$ cat src/rtl/procyon_wb_pkg.sv
// Shared Wishbone definitions for the procyon core bus fabric.
// Latency: n/a (types and constants only).
// Backpressure: n/a.
package procyon_wb_pkg;

   // Field widths of the Wishbone cycle-type and burst-type tags
   localparam int WB_CTI_WIDTH = 3;
   localparam int WB_BTE_WIDTH = 2;

   // Cycle type identifier encodings
   localparam logic [WB_CTI_WIDTH-1:0] WB_CTI_CLASSIC = 3'b000;
   localparam logic [WB_CTI_WIDTH-1:0] WB_CTI_INCR    = 3'b010;
   localparam logic [WB_CTI_WIDTH-1:0] WB_CTI_EOB     = 3'b111;

   // Burst type extension encodings
   localparam logic [WB_BTE_WIDTH-1:0] WB_BTE_LINEAR  = 2'b00;

   // Arbiter ownership state: nobody owns the slave, or one master does
   typedef enum logic {
      IDLE = 1'b0,
      BUSY = 1'b1
   } wb_arb_state_t;

endpackage

$ cat src/rtl/wb_rr_picker.sv
// Round-robin picker: first requester strictly after the last owner, wrapping.
// Latency: purely combinational.
// Backpressure: none; the result is recomputed from the live request vector.
module wb_rr_picker #(
   parameter int M = 2
) (
   input  logic [M-1:0] req,
   input  logic [M-1:0] last,
   output logic [M-1:0] pick,
   output logic         pick_vld
);

   localparam int IW = (M > 1) ? $clog2(M) : 1;

   logic [IW-1:0] last_idx;
   logic [IW-1:0] shift;
   logic [M-1:0]  rot;
   logic [M-1:0]  rot_ffs;

   // Convert the one-hot last owner into an index
   always_comb begin
      last_idx = '0;
      for (int i = 0; i < M; i++) begin
         if (last[i]) begin
            last_idx = IW'(i);
         end
      end
   end

   // Rotation amount is last+1 modulo M, so the previous owner ranks lowest
   always_comb begin
      if (last_idx == IW'(M - 1)) begin
         shift = '0;
      end else begin
         shift = last_idx + 1'b1;
      end
   end

   // Rotate requests so that bit 0 is the master right after the last owner
   always_comb begin
      rot = '0;
      for (int i = 0; i < M; i++) begin
         int k;
         k = i + int'(shift);
         if (k >= M) begin
            k = k - M;
         end
         rot[i] = req[k[IW-1:0]];
      end
   end

   // Find-first-set on the rotated vector
   always_comb begin
      logic found;
      rot_ffs = '0;
      found   = 1'b0;
      for (int i = 0; i < M; i++) begin
         if (rot[i] && !found) begin
            rot_ffs[i] = 1'b1;
            found      = 1'b1;
         end
      end
   end

   // Rotate the winner back into master numbering
   always_comb begin
      pick = '0;
      for (int i = 0; i < M; i++) begin
         int k;
         k = i + int'(shift);
         if (k >= M) begin
            k = k - M;
         end
         pick[k[IW-1:0]] = rot_ffs[i];
      end
   end

   assign pick_vld = |req;

endmodule

$ cat src/rtl/wb_arbiter.sv
// Round-robin Wishbone arbiter: shares one slave port among M masters per bus cycle.
// Latency: 1 cycle from CYC rise to grant when idle; zero-gap handoff between owners.
// Backpressure: losers are stalled by withholding grant; they must hold CYC until granted.
module wb_arbiter
   import procyon_wb_pkg::*;
#(
   parameter int OPTN_NUM_MASTERS   = 2,
   parameter int OPTN_WB_DATA_WIDTH = 32,
   parameter int OPTN_WB_ADDR_WIDTH = 32
) (
   input  logic                                         i_wb_clk,
   input  logic                                         i_wb_rst,

   input  logic [OPTN_NUM_MASTERS-1:0]                  i_m_cyc,
   input  logic [OPTN_NUM_MASTERS-1:0]                  i_m_stb,
   input  logic [OPTN_NUM_MASTERS-1:0]                  i_m_we,
   input  logic [OPTN_NUM_MASTERS*WB_CTI_WIDTH-1:0]     i_m_cti,
   input  logic [OPTN_NUM_MASTERS*WB_BTE_WIDTH-1:0]     i_m_bte,
   input  logic [OPTN_NUM_MASTERS*(OPTN_WB_DATA_WIDTH/8)-1:0] i_m_sel,
   input  logic [OPTN_NUM_MASTERS*OPTN_WB_ADDR_WIDTH-1:0] i_m_addr,
   input  logic [OPTN_NUM_MASTERS*OPTN_WB_DATA_WIDTH-1:0] i_m_data,
   output logic [OPTN_NUM_MASTERS-1:0]                  o_m_ack,
   output logic [OPTN_WB_DATA_WIDTH-1:0]                o_m_data,

   output logic                                         o_wb_cyc,
   output logic                                         o_wb_stb,
   output logic                                         o_wb_we,
   output logic [WB_CTI_WIDTH-1:0]                      o_wb_cti,
   output logic [WB_BTE_WIDTH-1:0]                      o_wb_bte,
   output logic [OPTN_WB_DATA_WIDTH/8-1:0]              o_wb_sel,
   output logic [OPTN_WB_ADDR_WIDTH-1:0]                o_wb_addr,
   output logic [OPTN_WB_DATA_WIDTH-1:0]                o_wb_data,
   input  logic                                         i_wb_ack,
   input  logic [OPTN_WB_DATA_WIDTH-1:0]                i_wb_data,

   output logic [OPTN_NUM_MASTERS-1:0]                  o_gnt
);

   localparam int M = OPTN_NUM_MASTERS;
   localparam int D = OPTN_WB_DATA_WIDTH;
   localparam int A = OPTN_WB_ADDR_WIDTH;
   localparam int S = OPTN_WB_DATA_WIDTH / 8;

   wb_arb_state_t state;
   wb_arb_state_t state_nxt;
   logic [M-1:0]  gnt;
   logic [M-1:0]  gnt_nxt;
   logic [M-1:0]  last;
   logic [M-1:0]  last_nxt;

   logic [M-1:0]  pick;
   logic          pick_vld;
   logic          owner_cyc;

   // The picker sees live CYC only; non-owners are expected to hold their request.
   // In BUSY, last equals gnt, so the outgoing owner is ranked lowest.
   wb_rr_picker #(
      .M (M)
   ) u_picker (
      .req      (i_m_cyc),
      .last     (last),
      .pick     (pick),
      .pick_vld (pick_vld)
   );

   assign owner_cyc = |(i_m_cyc & gnt);

   // State, grant and last-owner registers; reset leaves master M-1 as last so master 0 wins first
   always_ff @(posedge i_wb_clk or posedge i_wb_rst) begin
      if (i_wb_rst) begin
         state <= IDLE;
         gnt   <= '0;
         last  <= M'(1) << (M - 1);
      end else begin
         state <= state_nxt;
         gnt   <= gnt_nxt;
         last  <= last_nxt;
      end
   end

   // Ownership transitions: grant on CYC, hold through the whole bus cycle, hand off on release
   always_comb begin
      state_nxt = state;
      gnt_nxt   = gnt;
      last_nxt  = last;
      case (state)
         IDLE: begin
            if (pick_vld) begin
               state_nxt = BUSY;
               gnt_nxt   = pick;
               last_nxt  = pick;
            end
         end
         BUSY: begin
            // CTI/BTE are ignored: holding CYC alone keeps a burst intact
            if (!owner_cyc) begin
               if (pick_vld) begin
                  gnt_nxt  = pick;
                  last_nxt = pick;
               end else begin
                  state_nxt = IDLE;
                  gnt_nxt   = '0;
               end
            end
         end
         default: begin
            state_nxt = IDLE;
            gnt_nxt   = '0;
         end
      endcase
   end

   // Owner mux as AND-OR over one-hot gnt; an all-zero gnt drives the slave side to zero
   always_comb begin
      o_wb_cyc  = 1'b0;
      o_wb_stb  = 1'b0;
      o_wb_we   = 1'b0;
      o_wb_cti  = '0;
      o_wb_bte  = '0;
      o_wb_sel  = '0;
      o_wb_addr = '0;
      o_wb_data = '0;
      for (int k = 0; k < M; k++) begin
         o_wb_cyc  = o_wb_cyc | (gnt[k] & i_m_cyc[k]);
         o_wb_stb  = o_wb_stb | (gnt[k] & i_m_cyc[k] & i_m_stb[k]);
         o_wb_we   = o_wb_we  | (gnt[k] & i_m_we[k]);
         o_wb_cti  = o_wb_cti  | ({WB_CTI_WIDTH{gnt[k]}} & i_m_cti[k*WB_CTI_WIDTH +: WB_CTI_WIDTH]);
         o_wb_bte  = o_wb_bte  | ({WB_BTE_WIDTH{gnt[k]}} & i_m_bte[k*WB_BTE_WIDTH +: WB_BTE_WIDTH]);
         o_wb_sel  = o_wb_sel  | ({S{gnt[k]}} & i_m_sel[k*S +: S]);
         o_wb_addr = o_wb_addr | ({A{gnt[k]}} & i_m_addr[k*A +: A]);
         o_wb_data = o_wb_data | ({D{gnt[k]}} & i_m_data[k*D +: D]);
      end
   end

   // ACK goes to the owner only, including the cycle in which it drops CYC; dropped when idle
   always_comb begin
      o_m_ack = gnt & {M{i_wb_ack}};
   end

   assign o_m_data = i_wb_data;
   assign o_gnt    = gnt;

endmodule

$ cat config.mk
export PLATFORM = sky130hd
export DESIGN_NAME = wb_arbiter
export DESIGN_NICKNAME = d
export VERILOG_FILES = /design/src/rtl/procyon_wb_pkg.sv /design/src/rtl/wb_rr_picker.sv /design/src/rtl/wb_arbiter.sv
export SDC_FILE = /design/constraint.sdc
export NUM_CORES = 1
export LEC_CHECK = 0
export BUFFER_PORTS_ARGS = -buffer_cell sky130_fd_sc_hd__buf_2
export CAP_MARGIN = 20
export CORE_AREA = 2 2 116 118
export CTS_CLUSTER_SIZE = 14
export DETAILED_ROUTE_END_ITERATION = 8
export DIE_AREA = 0 0 118 120
export SLEW_MARGIN = 20
export SYNTH_ARGS = -nofsm -noshare
export SYNTH_HDL_FRONTEND = slang
export SYNTH_HIERARCHICAL = 1
export SYNTH_SLANG_ARGS = --single-unit
export TNS_END_PERCENT = 20
$ cat constraint.sdc
create_clock -name i_wb_clk -period 1.55 [get_ports i_wb_clk]
set_input_delay 0.155 -clock i_wb_clk [delete_from_list [all_inputs] [get_ports i_wb_clk]]
set_output_delay 0.155 -clock i_wb_clk [all_outputs]
set_load 0.005 [all_outputs]
==> metrics.txt, run 1 <==
Post-Layout Inst Area=2434 um2; number of global-route vias before repair=1,964; DRT Pass-1 Iters=4; Post-Syn Area=1232 um2; Tot GR Track Use=between 8 and 9%; clk_skew=approximately 0.0012 ns; min cycle time layout=roughly 1.5 ns; drt wl/cell=13.44 um; max frequency=about 680 MHz; DRC Markers=0; die area=14,160 um2; Routed Antenna Nets=0; total placed cells including tap cells=roughly 510; Initial Util=9.495%; row count=42; setup tns final=0 ns; worst hold path class=in -> out; yosys warns=6; via/cell ratio=3.868; Post-Layout Cell Count=around 520; RSZ-0062 raised after global routing=no; Max rail drop VDD=between 0.0006 and 0.0007 V; CP cell instances=buf_4 -> a22o_1 -> buf_2; Avg Cell Area, Syn=~8.3 um2; Worst setup SP type=flip-flop; largest net degree at the start of global routing=50; Reg clk slew, reported paths=roughly 0.030 ns; core area=about 13,000 um2; path depth of the worst reg2reg path=3; Final HPWL DP=between 6000 and 7000 um; share of post-route cells with drive strength above 1=72.14%; Port-buffer cells=234; violation count after the first detailed-route iteration=64; routed wire length=approximately 7000 um; RePlAce Congestion=between 0.7 and 0.8; TritonCTS clock tree=done; crit path kind=reg -> out; leakage power=~1.5 nW; number of diodes=0; Top Ports=around 300; clk_lat worst skew=approximately 0.23 ns; final core utilization=roughly a fifth; Post-Syn Nets=between 300 and 400; crit path DAT=about 1.3 ns; Area Growth Syn to Fin=97.46%; worst slew pin tran=slightly above 0.3 ns; first-pass GRT wire length=10,010 um; worst relative slew slack=slightly below 80%; outcome=finished clean; Post-Syn Instances=between 100 and 150; die height=about 120 um; DP Area=approximately 2300 um2; Crit-path slowest cell=dfrtp_2; Nets=about 530; Pwr Density=roughly 850 nW/um2; Clock Path Buffers=2; Post-CTS Repair Setup Buffers=0; initial antenna violation count=0; H-tree depth=1; CP max stage delay=around 0.40 ns; Max Cap Viol=0; Power Total=2.072 mW; Root Driver=clkbuf_16; final worst-path cycle share=between 90% and 100%; final-report setup violation count=0; GRT overflow=0; critical path required time=around 1.4 ns; CTS sink cnt=4; Die X-Extent=~120 um; Pins Over Slew Limit=0; total CTS buffers=3; via count=roughly 2,000; worst hold path depth=0; Crit. End Element=output port; Hold Fails Final Rpt=0; critical path peak fanout=29
[path summary, 6_finish.rpt]
| path | startpoint | slack, ns | end |
|---|---|---|---|
| setup / recovery | o_gnt[0] | 0.07 | o_wb_data[14] |
| hold / removal | i_wb_data[11] | 0.31 | o_m_data[11] |
| setup reg to reg | o_gnt[1] | 0.44 | o_gnt[0] |
| hold reg to reg | state | 0.60 | state |
| max in group asynchronous | i_wb_rst | 0.97 | last[1] |
| min in group asynchronous | i_wb_rst | 0.35 | o_gnt[0] |
[placed cells by master, fill, tap and decap left out, drive strengths merged]
master and instances:
a21boi 2, a22o 74, a22oi 1, a32o 2, and2 2, buf 238
clkbuf 4, dfrtp 3, dfstp 1, dlygate4sd3 1, inv 4, mux2 1
mux2i 1, nand2 2, nand2b 1, nand3 2, o21ai 1, or2 1
[flip-flops by register name, indices dropped and copies added (netlist names)]
register / flops
state: 1
o_gnt: 2
last: 1
[critical path: cells and delay by family (launching register included)]
family | cells | cell delay, ns
buffers and inverters | 2 | 0.44
AO/OA/AOI/OAI | 1 | 0.24
flip-flops | 1 | 0.40
[what timing repair did]
action	CTS	global route
hold buffers	1	0
hold endpoints to repair	3	0
gates resized for setup	2	4
endpoints found under the setup margin	47	7
[layer usage]
layer | vias up | global-route usage, % | share of wire (%)
li1 | 939 | - | -
met1 | 903 | 9.891 | 39
met2 | 146 | 16.53 | 51
met3 | 12 | 1.901 | 8.3
met4 | 0 | 2.786 | 1.8
met5 | - | 0 | 0
[metrics by stage]
stage | hold slack, ns | setup WS, ns
5_1_grt | 0.3100 | 0.02473
2_1_floorplan | -0.07964 | 0.3503
3_3_place_gp | 0.04415 | 0.1672
4_1_cts | 0.3100 | 0.03014
6_report | 0.3100 | 0.07271
3_5_place_dp | 0.04902 | 0.1523
[area by class of cell]
class                      count  area [um2]
clock buffer                   4       78.83
fill                        1478       10550
multi-input combinational     90       777.0
tap                          176       220.2
sequential                     4       103.9
inverter                       4       15.01
timing repair buffer         239        1239
[power by group]
part	switching, mW	internal [mW]
clock	0.0784	0.340
sequential	0.0290	0.133
combinational	0.692	0.800
total	0.799	1.27
Note: power is estimated with default switching activity, not from simulation.
==> inputs of run 2 (changes only) <==
==> constraint.sdc (replaced) <==
create_clock -name i_wb_clk -period 1.6 [get_ports i_wb_clk]
set_input_delay 0.16 -clock i_wb_clk [delete_from_list [all_inputs] [get_ports i_wb_clk]]
set_output_delay 0.16 -clock i_wb_clk [all_outputs]
set_load 0.005 [all_outputs]
==> run 2 against run 1 <==
Non-clock buffer count decreased by 1. Final cell count is 0.19% higher. Sequential share of layout area about the same. Global-route usage about the same. First-iteration DRC count increased by 3.1%. Largest cell class unchanged. Die area is the same. Worst setup slack better by 0.054 ns. Wire length hardly changed. Clock-buffer cell count unchanged. Sequential power decreased by 6%. Clock power fell by 3%.
==> metrics.txt, run 2 (synthesis gave the netlist of run 1 again) <==
PnR worst setup slack=around 0.13 ns; drt wl/cell=~13 um; Nets=528; row count=between 40 and 50; Tot GR Track Use=~8.8%; worst slew pin tran=around 0.36 ns; logic depth of the worst path, buffers included=3; Max rail drop VDD=between 0.0004 and 0.0005 V; clk_skew=approximately 0.0060 ns; number of global-route vias before repair=2,002; CTS sink cnt=4; max frequency=a little under 700 MHz; Crit-path slowest cell=dfrtp_2; CP max stage delay=~0.40 ns; critical path required time=about 1.4 ns; share of post-route cells with drive strength above 1=between 70 and 80%; Worst R2R Start=o_gnt[0]; Die X-Extent=118 um; RSZ-0062 raised after global routing=no; path depth of the worst reg2reg path=3; Reg clk slew, reported paths=around 0.030 ns; via count=roughly 2,000; violation count after the first detailed-route iteration=between 60 and 70; Crit. End Element=output port; Final HPWL DP=approximately 6000 um; critical path peak fanout=between 70 and 80; Reg2Reg Setup Slack=about 0.49 ns; family with the most delay on the worst path=buffers and inverters; setup tns final=0 ns; Post-CTS Repair Setup Buffers=0; H-tree depth=1; leakage power=approximately 1.5 nW; min cycle time layout=between 1 and 1.5 ns; Largest register FFs=2; clk_lat worst skew=between 0.2 and 0.25 ns; routed wire length=approximately 6900 um; final-report setup violation count=0; DRT Pass-1 Iters=4; Max Cap Viol=0; Pwr Density=816.8 nW/um2; Initial Util=9.495%; FILL cells=approximately 1,500; Clock Path Buffers=2; worst relative slew slack=about three quarters; largest net degree at the start of global routing=between 70 and 80; Worst Path Buf+Inv=2; GRT overflow=0; Worst setup SP type=flip-flop; Pins Over Slew Limit=0; Multi-input gate area=~780 um2; Top Ports=between 200 and 300; Port-buffer cells=234; crit path DAT=~1.3 ns; crit path from=o_gnt[0]; RePlAce Congestion=about 0.81; die area=~14,000 um2; final worst-path cycle share=about 92%; via/cell ratio=a little under 4; reg-to-reg endpoint=last[1]; Hold Fails Final Rpt=0; initial antenna violation count=2; Root Driver=clkbuf_16; Area Growth Syn to Fin=96.35%; Setup crit end=o_wb_addr[15]; area occupied by registers=about 100 um2; worst hold path depth=0; first-pass GRT wire length=9963 um; Routed Antenna Nets=0; worst hold path class=in -> out; commonest non-fill, non-tap cell in the layout=buf_2; most frequent cells in the layout=buf_2 (234), a22o_1 (74), inv_1 (4), clkbuf_16 (3); die height=between 100 and 150 um; crit path kind=reg -> out; pre-CTS WS=approximately 0.26 ns; core area=approximately 13,000 um2; DRC Markers=0; TritonCTS clock tree=done; CP cell instances=buf_12 -> a22o_1 -> buf_2; outcome=finished clean; total CTS buffers=3
run 2: what timing repair did:
item / in CTS / in global routing
hold endpoints to repair: 3 / 0
resized for setup: 0 / 1
hold buffers: 1 / 0
endpoints found under the setup margin: 0 / 40
run 2: power breakdown:
| part | switching, mW | total [mW] | internal (mW) |
|---|---|---|---|
| registers | 0.0242 | 0.153 | 0.129 |
| clock network | 0.0786 | 0.408 | 0.330 |
| logic | 0.659 | 1.42 | 0.756 |
| total | 0.762 | 1.98 | 1.21 |
run 2: worst min-delay path by stage:
stage             startpoint           end  slack [ns]
3_3_place_gp        i_wb_rst         state        0.05
4_1_cts        i_wb_data[14]  o_m_data[14]        0.32
3_5_place_dp        i_wb_rst         state        0.06
5_1_grt        i_wb_data[22]  o_m_data[22]        0.32
2_1_floorplan       i_wb_rst      o_gnt[0]       -0.07
6_report       i_wb_data[11]  o_m_data[11]        0.32
run 2: final cells by class:
| type | instances | share of cell area [%] |
|---|---|---|
| repair buffers | 238 | 50.41 |
| multi-input cells | 90 | 32.11 |
| well taps | 176 | 9.100 |
| flip-flops and latches | 4 | 4.292 |
| clock buffers | 4 | 3.257 |
| inverters | 4 | 0.6205 |
| diodes | 2 | 0.2068 |
run 2: metrics by stage:
step	util [%]	cells	hold WS, ns	instance area, um2	power [mW]
4_1_cts	18.58	516	0.3200	2411	1.992
5_1_grt	18.64	518	0.3200	2420	2.134
3_5_place_dp	17.89	511	0.06144	2322	1.573
6_report	18.64	518	0.3200	2420	1.976
3_3_place_gp	17.89	511	0.05409	2322	1.572
2_1_floorplan	-	148	-0.07464	1232	0.9646
run 2: metal layers:
layer | part of all wire [%] | global-route usage [%] | vias to the layer above
met1 | 40 | 10.23 | 899
li1 | - | - | 939
met2 | 48 | 15.70 | 141
met4 | 2.5 | 3.539 | 0
met3 | 9.4 | 1.996 | 14
met5 | 0 | 0 | -
